$ cat config.mk
export PLATFORM = sky130hd
export DESIGN_NAME = gpr_file_mp
export DESIGN_NICKNAME = d
export VERILOG_FILES = /design/src/rtl/gpr_pkg.sv /design/src/rtl/gpr_rd_port.sv /design/src/rtl/gpr_file_mp.sv
export SDC_FILE = /design/constraint.sdc
export NUM_CORES = 2
export LEC_CHECK = 0
export ABC_AREA = 0
export CORE_MARGIN = 2
export CORE_UTILIZATION = 65
export CTS_BUF_LIST = sky130_fd_sc_hd__clkbuf_4
export CTS_CLUSTER_DIAMETER = 30
export DETAILED_ROUTE_END_ITERATION = 10
export GPL_TIMING_DRIVEN = 0
export PLACE_DENSITY = 0.91
export SYNTH_ARGS = -nofsm -noshare
export SYNTH_HDL_FRONTEND = slang
export SYNTH_SLANG_ARGS = --single-unit
$ cat constraint.sdc
create_clock -name clk -period 3.25 [get_ports clk]
set_input_delay 0.325 -clock clk [delete_from_list [all_inputs] [get_ports clk]]
set_output_delay 0.325 -clock clk [all_outputs]
set_load 0.05 [all_outputs]
$ cat src/rtl/gpr_pkg.sv
// Shared constants for the multi-port general-purpose register file.
package gpr_pkg;
  localparam int GPR_WIDTH_DEF  = 32;
  localparam int GPR_DEPTH_DEF  = 32;
  localparam int GPR_NUM_RD_DEF = 2;
  localparam int ZERO_REG       = 0;
endpackage

$ cat src/rtl/gpr_rd_port.sv
// One registered read port: mux, zero-index force, optional same-edge write
// forwarding (GPR_BYPASS_EN) and the rd_data/rd_busy output flops.
module gpr_rd_port
  import gpr_pkg::*;
#(
  parameter int WIDTH = GPR_WIDTH_DEF,
  parameter int DEPTH = GPR_DEPTH_DEF,
  parameter int AW    = $clog2(DEPTH)
) (
  input  logic                   clk,
  input  logic                   rst_n,
  input  logic [AW-1:0]          rd_addr_i,
  input  logic [DEPTH*WIDTH-1:0] regs_flat_i,
  input  logic [DEPTH-1:0]       pend_i,
  input  logic                   wr_en_i,
  input  logic [AW-1:0]          wr_addr_i,
  input  logic [WIDTH-1:0]       wr_data_i,
  input  logic                   pend_set_i,
  input  logic [AW-1:0]          pend_addr_i,
  output logic [WIDTH-1:0]       rd_data_o,
  output logic                   rd_busy_o
);

  logic [WIDTH-1:0] rd_data_d, rd_data_q;
  logic             rd_busy_d, rd_busy_q;
  logic             addr_is_zero;

  assign addr_is_zero = (rd_addr_i == AW'(ZERO_REG));

`ifdef GPR_BYPASS_EN
  logic wr_hit, set_hit;
  assign wr_hit  = wr_en_i && (wr_addr_i == rd_addr_i);
  assign set_hit = pend_set_i && (pend_addr_i == rd_addr_i);
`else
  logic unused_bypass;
  assign unused_bypass = ^{wr_en_i, wr_addr_i, wr_data_i, pend_set_i, pend_addr_i};
`endif

  always_comb begin
    rd_data_d = regs_flat_i[rd_addr_i*WIDTH +: WIDTH];
    rd_busy_d = pend_i[rd_addr_i];
`ifdef GPR_BYPASS_EN
    // A retiring write clears busy unless a new producer claims the register this edge.
    if (wr_hit) begin
      rd_data_d = wr_data_i;
      if (!set_hit) rd_busy_d = 1'b0;
    end
`endif
    if (addr_is_zero) begin
      rd_data_d = '0;
      rd_busy_d = 1'b0;
    end
  end

  always_ff @(posedge clk or negedge rst_n) begin
    if (!rst_n) begin
      rd_data_q <= '0;
      rd_busy_q <= 1'b0;
    end else begin
      rd_data_q <= rd_data_d;
      rd_busy_q <= rd_busy_d;
    end
  end

  assign rd_data_o = rd_data_q;
  assign rd_busy_o = rd_busy_q;

endmodule

$ cat src/rtl/gpr_file_mp.sv
// Multi-port register file with r0 hardwired to zero and a pending-write
// scoreboard for RAW detection. Optional macro: GPR_BYPASS_EN (write forwarding).
module gpr_file_mp
  import gpr_pkg::*;
#(
  parameter int WIDTH  = GPR_WIDTH_DEF,
  parameter int DEPTH  = GPR_DEPTH_DEF,
  parameter int NUM_RD = GPR_NUM_RD_DEF,
  parameter int AW     = $clog2(DEPTH)
) (
  input  logic                    clk,
  input  logic                    rst_n,
  input  logic                    wr_en,
  input  logic [AW-1:0]           wr_addr,
  input  logic [WIDTH-1:0]        wr_data,
  input  logic [NUM_RD*AW-1:0]    rd_addr,
  output logic [NUM_RD*WIDTH-1:0] rd_data,
  output logic [NUM_RD-1:0]       rd_busy,
  input  logic                    pend_set,
  input  logic [AW-1:0]           pend_addr
);

  logic [WIDTH-1:0]       regs_q [DEPTH];
  logic [DEPTH*WIDTH-1:0] regs_flat;
  logic [DEPTH-1:0]       pend_d, pend_q;
  logic                   wr_ok, set_ok;

  assign wr_ok  = wr_en && (wr_addr != AW'(ZERO_REG));
  assign set_ok = pend_set && (pend_addr != AW'(ZERO_REG));

  // Entry 0 is never written, so it stays at its reset value of zero.
  always_ff @(posedge clk or negedge rst_n) begin
    if (!rst_n) begin
      for (int i = 0; i < DEPTH; i++) regs_q[i] <= '0;
    end else if (wr_ok) begin
      regs_q[wr_addr] <= wr_data;
    end
  end

  always_comb begin
    regs_flat = '0;
    for (int i = 0; i < DEPTH; i++) regs_flat[i*WIDTH +: WIDTH] = regs_q[i];
  end

  // Set is applied after clear so a new producer supersedes the retiring one.
  always_comb begin
    pend_d = pend_q;
    if (wr_ok)  pend_d[wr_addr]   = 1'b0;
    if (set_ok) pend_d[pend_addr] = 1'b1;
    pend_d[ZERO_REG] = 1'b0;
  end

  always_ff @(posedge clk or negedge rst_n) begin
    if (!rst_n) pend_q <= '0;
    else        pend_q <= pend_d;
  end

  for (genvar p = 0; p < NUM_RD; p++) begin : g_rd
    gpr_rd_port #(
      .WIDTH(WIDTH),
      .DEPTH(DEPTH),
      .AW   (AW)
    ) u_rd_port (
      .clk        (clk),
      .rst_n      (rst_n),
      .rd_addr_i  (rd_addr[p*AW +: AW]),
      .regs_flat_i(regs_flat),
      .pend_i     (pend_q),
      .wr_en_i    (wr_en),
      .wr_addr_i  (wr_addr),
      .wr_data_i  (wr_data),
      .pend_set_i (pend_set),
      .pend_addr_i(pend_addr),
      .rd_data_o  (rd_data[p*WIDTH +: WIDTH]),
      .rd_busy_o  (rd_busy[p])
    );
  end

endmodule

==> key figures <==
Layout
  – Cell Count, Final, Fillers Out: 5639
  – Fin nets: 4334
  – Share of cells above drive strength 1: 49.9%
  – Core Util, Final: 73.2%
  – Layout area overhead: 11.2%
  – Fin area: 64900 um^2

Synthesis
  – Synth Instances: 3836
  – Yosys reg bits: ~1100
  – EDFF count, synth: 0
  – Syn Nets: 3892
  – Async SR Flop Fraction: 100%
  – Synth cell types: 55
  – Cell Area, Synth: 58400 um^2
  – Most common flop cell mapped by yosys: dfrtp_1
  – YS warnings: 0
  – Sequential area share after synthesis: 48.1%
  – Mean post-synth cell area: roughly 15 um^2

Floorplan
  – Die span in y: 304 um
  – Full die area: 92200 um^2
  – I/O pin count: between 100 and 150
  – Row count: 109
  – Die width: ~300 um
  – Initial Util: 65.8%
  – Core outline area: 88600 um^2

STA
  – Clock skew: 122 ps
  – Slew Viols, Final: 11
  – Final period utilization: a little over nine tenths
  – Setup WS post-layout: 48.6 ps
  – Final min period: 3200 ps
  – Final hold vios: 0
  – RSZ-0062 raised after global routing: no
  – Slew headroom: -2.89%
  – Max frequency: 0.312 GHz
  – Final setup fails: 0
  – Slew @ Worst Pin: 1540 ps

Clock network
  – TritonCTS clock tree: built
  – Total CTS buffers: 309
  – Clock insertion delay at the later pin of the skew report: 1250 ps
  – H-tree levels: 5
  – CTS Sinks: 1121
  – CTS Root Cell: clkbuf_4
  – Max Root-Sink Buffers: 4
  – Post-CTS setup buffers: 0
  – Reg clk slew, reported paths: 80 ps

Min path
  – Hold depth: 3
  – Worst hold path type: in2reg

Global route
  – Vias in the first global route: 43800
  – Overall global routing resource usage: 43.2%
  – Pin count of the biggest net entering global routing: between 150 and 200
  – First-pass GRT wire length: 287000 um
  – Initial antenna violation count: 17
  – GRT overflow: 0

Setup path
  – CP Data Arrival Time: 4170 ps
  – Reg2Reg Setup Slack: approximately 800 ps
  – Crit path largest cell delay: roughly 1200 ps
  – Worst Reg-to-Reg Cells: 4
  – Setup crit end kind: flip-flop
  – Startpoint types: input port
  – Worst path slowest cell: a311oi_1
  – Critical Path Fanout Max: 10
  – Cell Chain, Critical Path: clkdlybuf4s50_1 -> clkbuf_1 -> clkbuf_1 -> o2111ai_1 -> a311oi_1
  – Top cell by count, worst path: clkbuf_1
  – Critical Path RT: approximately 4200 ps
  – Crit path kind: in2reg

Place
  – Placed cell areas: 61100 um^2
  – Setup WS pre-CTS: -432 ps
  – Hpwl dp: 136000 um
  – Placed Cells: about 5000
  – Port Buffer Count: roughly 110
  – GPL Wtd Cong: 1.03

Drt
  – Iter 0 DRT Violations: 6833
  – Routed vias: 43000
  – Drt first pass iters: 10
  – Drt wl/cell: 35.5 um
  – ANT nets after route: 0
  – Drt via density: 7.63
  – Drt drc: 0
  – Post-Route WL: 200000 um

Flow run
  – MaxCap Viol Count: 1

Power
  – Total power: approximately 40 mW
  – VDD IR max: 0.411 mV
  – Pwr/cell area: approximately 620 nW/um^2
  – Leakage: roughly 28 nW

Outcome
  – Status: complete, but fails checks
  – Failing checks: capacitance limit, slew limit
## worst max-delay path: cells and delay by family
kind	cells	cell delay, ps
buf+inv	3	2070
compound gates	2	1750
## path summary, 6_finish.rpt
| path | startpoint | endpoint |
|---|---|---|
| hold / removal | pend_addr[2] | pend_q[20] |
| max in group asynchronous | rst_n | regs_flat[233] |
| setup reg to reg | regs_flat[718] | g_rd[1].u_rd_port.rd_data_o[14] |
| setup / recovery | rd_addr[3] | g_rd[0].u_rd_port.rd_data_o[21] |
| hold reg to reg | regs_flat[23] | regs_flat[23] |
| min in group asynchronous | rst_n | regs_flat[825] |
## routing by layer
metal / vias up / wire length, um / part of all wire (%) / global-route usage [%]
li1: 15900 / - / - / -
met4: 28 / 16500 / 8.3 / 29.0
met5: - / 672 / 0.34 / 3.93
met2: 4177 / 82700 / 41 / 59.3
met1: 21700 / 64200 / 32 / 50.7
met3: 1251 / 35800 / 18 / 25.8
## what timing repair did
action                                 CTS  global route
endpoints found under the hold margin  568             0
resized for setup                        0             0
hold buffers                            15             0
setup endpoints to repair                0           145
## Yosys cell counts (all sizes together) (4+ instances only)
cell type / count / share of area, %
and2: 4 / 0.043
clkbuf: 186 / 1.2
a311oi: 66 / 1.0
mux2: 1060 / 20
and2b: 4 / 0.051
nor2b: 73 / 0.81
nand2: 59 / 0.39
inv: 16 / 0.10
a22o: 11 / 0.17
mux2i: 132 / 2.3
a22oi: 66 / 0.85
dfrtp: 1121 / 48
nand2b: 7 / 0.075
a211oi: 64 / 0.82
o22ai: 11 / 0.12
o21ai: 118 / 1.0
buf: 257 / 3.0
a221oi: 49 / 0.78
nor2: 16 / 0.15
mux4: 460 / 18
nor3: 8 / 0.12
nand4: 4 / 0.043
o2111ai: 17 / 0.26
## where the power goes
| group | internal [mW] | total, mW | switching, mW |
|---|---|---|---|
| combinational | 4.81 | 9.12 | 4.31 |
| sequential | 16.6 | 18.6 | 2.05 |
| clock | 6.34 | 12.5 | 6.21 |
## layout make-up
cell class	instances	area [um^2]
Clock buffer	414	3110
Antenna cell	18	45.0
Inverter	16	60.1
Fill cell	5153	23700
Clock inverter	75	468
Timing Repair Buffer	131	1450
Multi-Input combinational cell	2256	27800
Sequential cell	1121	28100
Buffer	443	2480
Tap cell	1165	1460
## cells by family (layout without fill, tap and decap cells)
group | count (synthesis) | count (layout) | share of synthesized area, %
buffers and inverters | 459 | 1079 | 4.35
multiplexers | 1652 | 1652 | 40.5
other | 0 | 18 | 0
AO/OA/AOI/OAI | 413 | 413 | 5.17
flip-flops | 1121 | 1121 | 48.1
AND/OR/NAND/NOR | 191 | 191 | 1.94
## per-stage QoR
step	hold WS [ps]	TNS, ps
after global routing	74.7	0
after detailed placement	412	-4360
after CTS	18.8	0
after global placement	452	-
after floorplan	29.4	0
final	61.8	0
## flip-flops by register name, indices dropped and copies added, names as in the netlist
name                      flops
regs_flat                  1024
g_rd.u_rd_port.rd_data_o     64
pend_q                       31
g_rd.u_rd_port.rd_busy_o      2
## cells in the final DEF, fill, tap and decap left out, types with 11 or more instances in the layout
cell type,count
a211oi_1,64
a221oi_1,45
a22o_1,11
a22oi_1,66
a311oi_1,64
buf_2,138
buf_4,72
buf_6,45
clkbuf_1,183
clkbuf_4,416
clkdlybuf4s50_1,108
clkinv_1,51
dfrtp_1,1121
diode_2,18
dlygate4sd3_1,15
inv_1,16
mux2_1,29
mux2_2,1031
mux2i_1,132
mux4_2,456
nand2_1,56
nor2b_1,70
o2111ai_1,17
o21ai_0,67
o21ai_1,51
o22ai_1,11
Power figures use the tool's default switching activity.
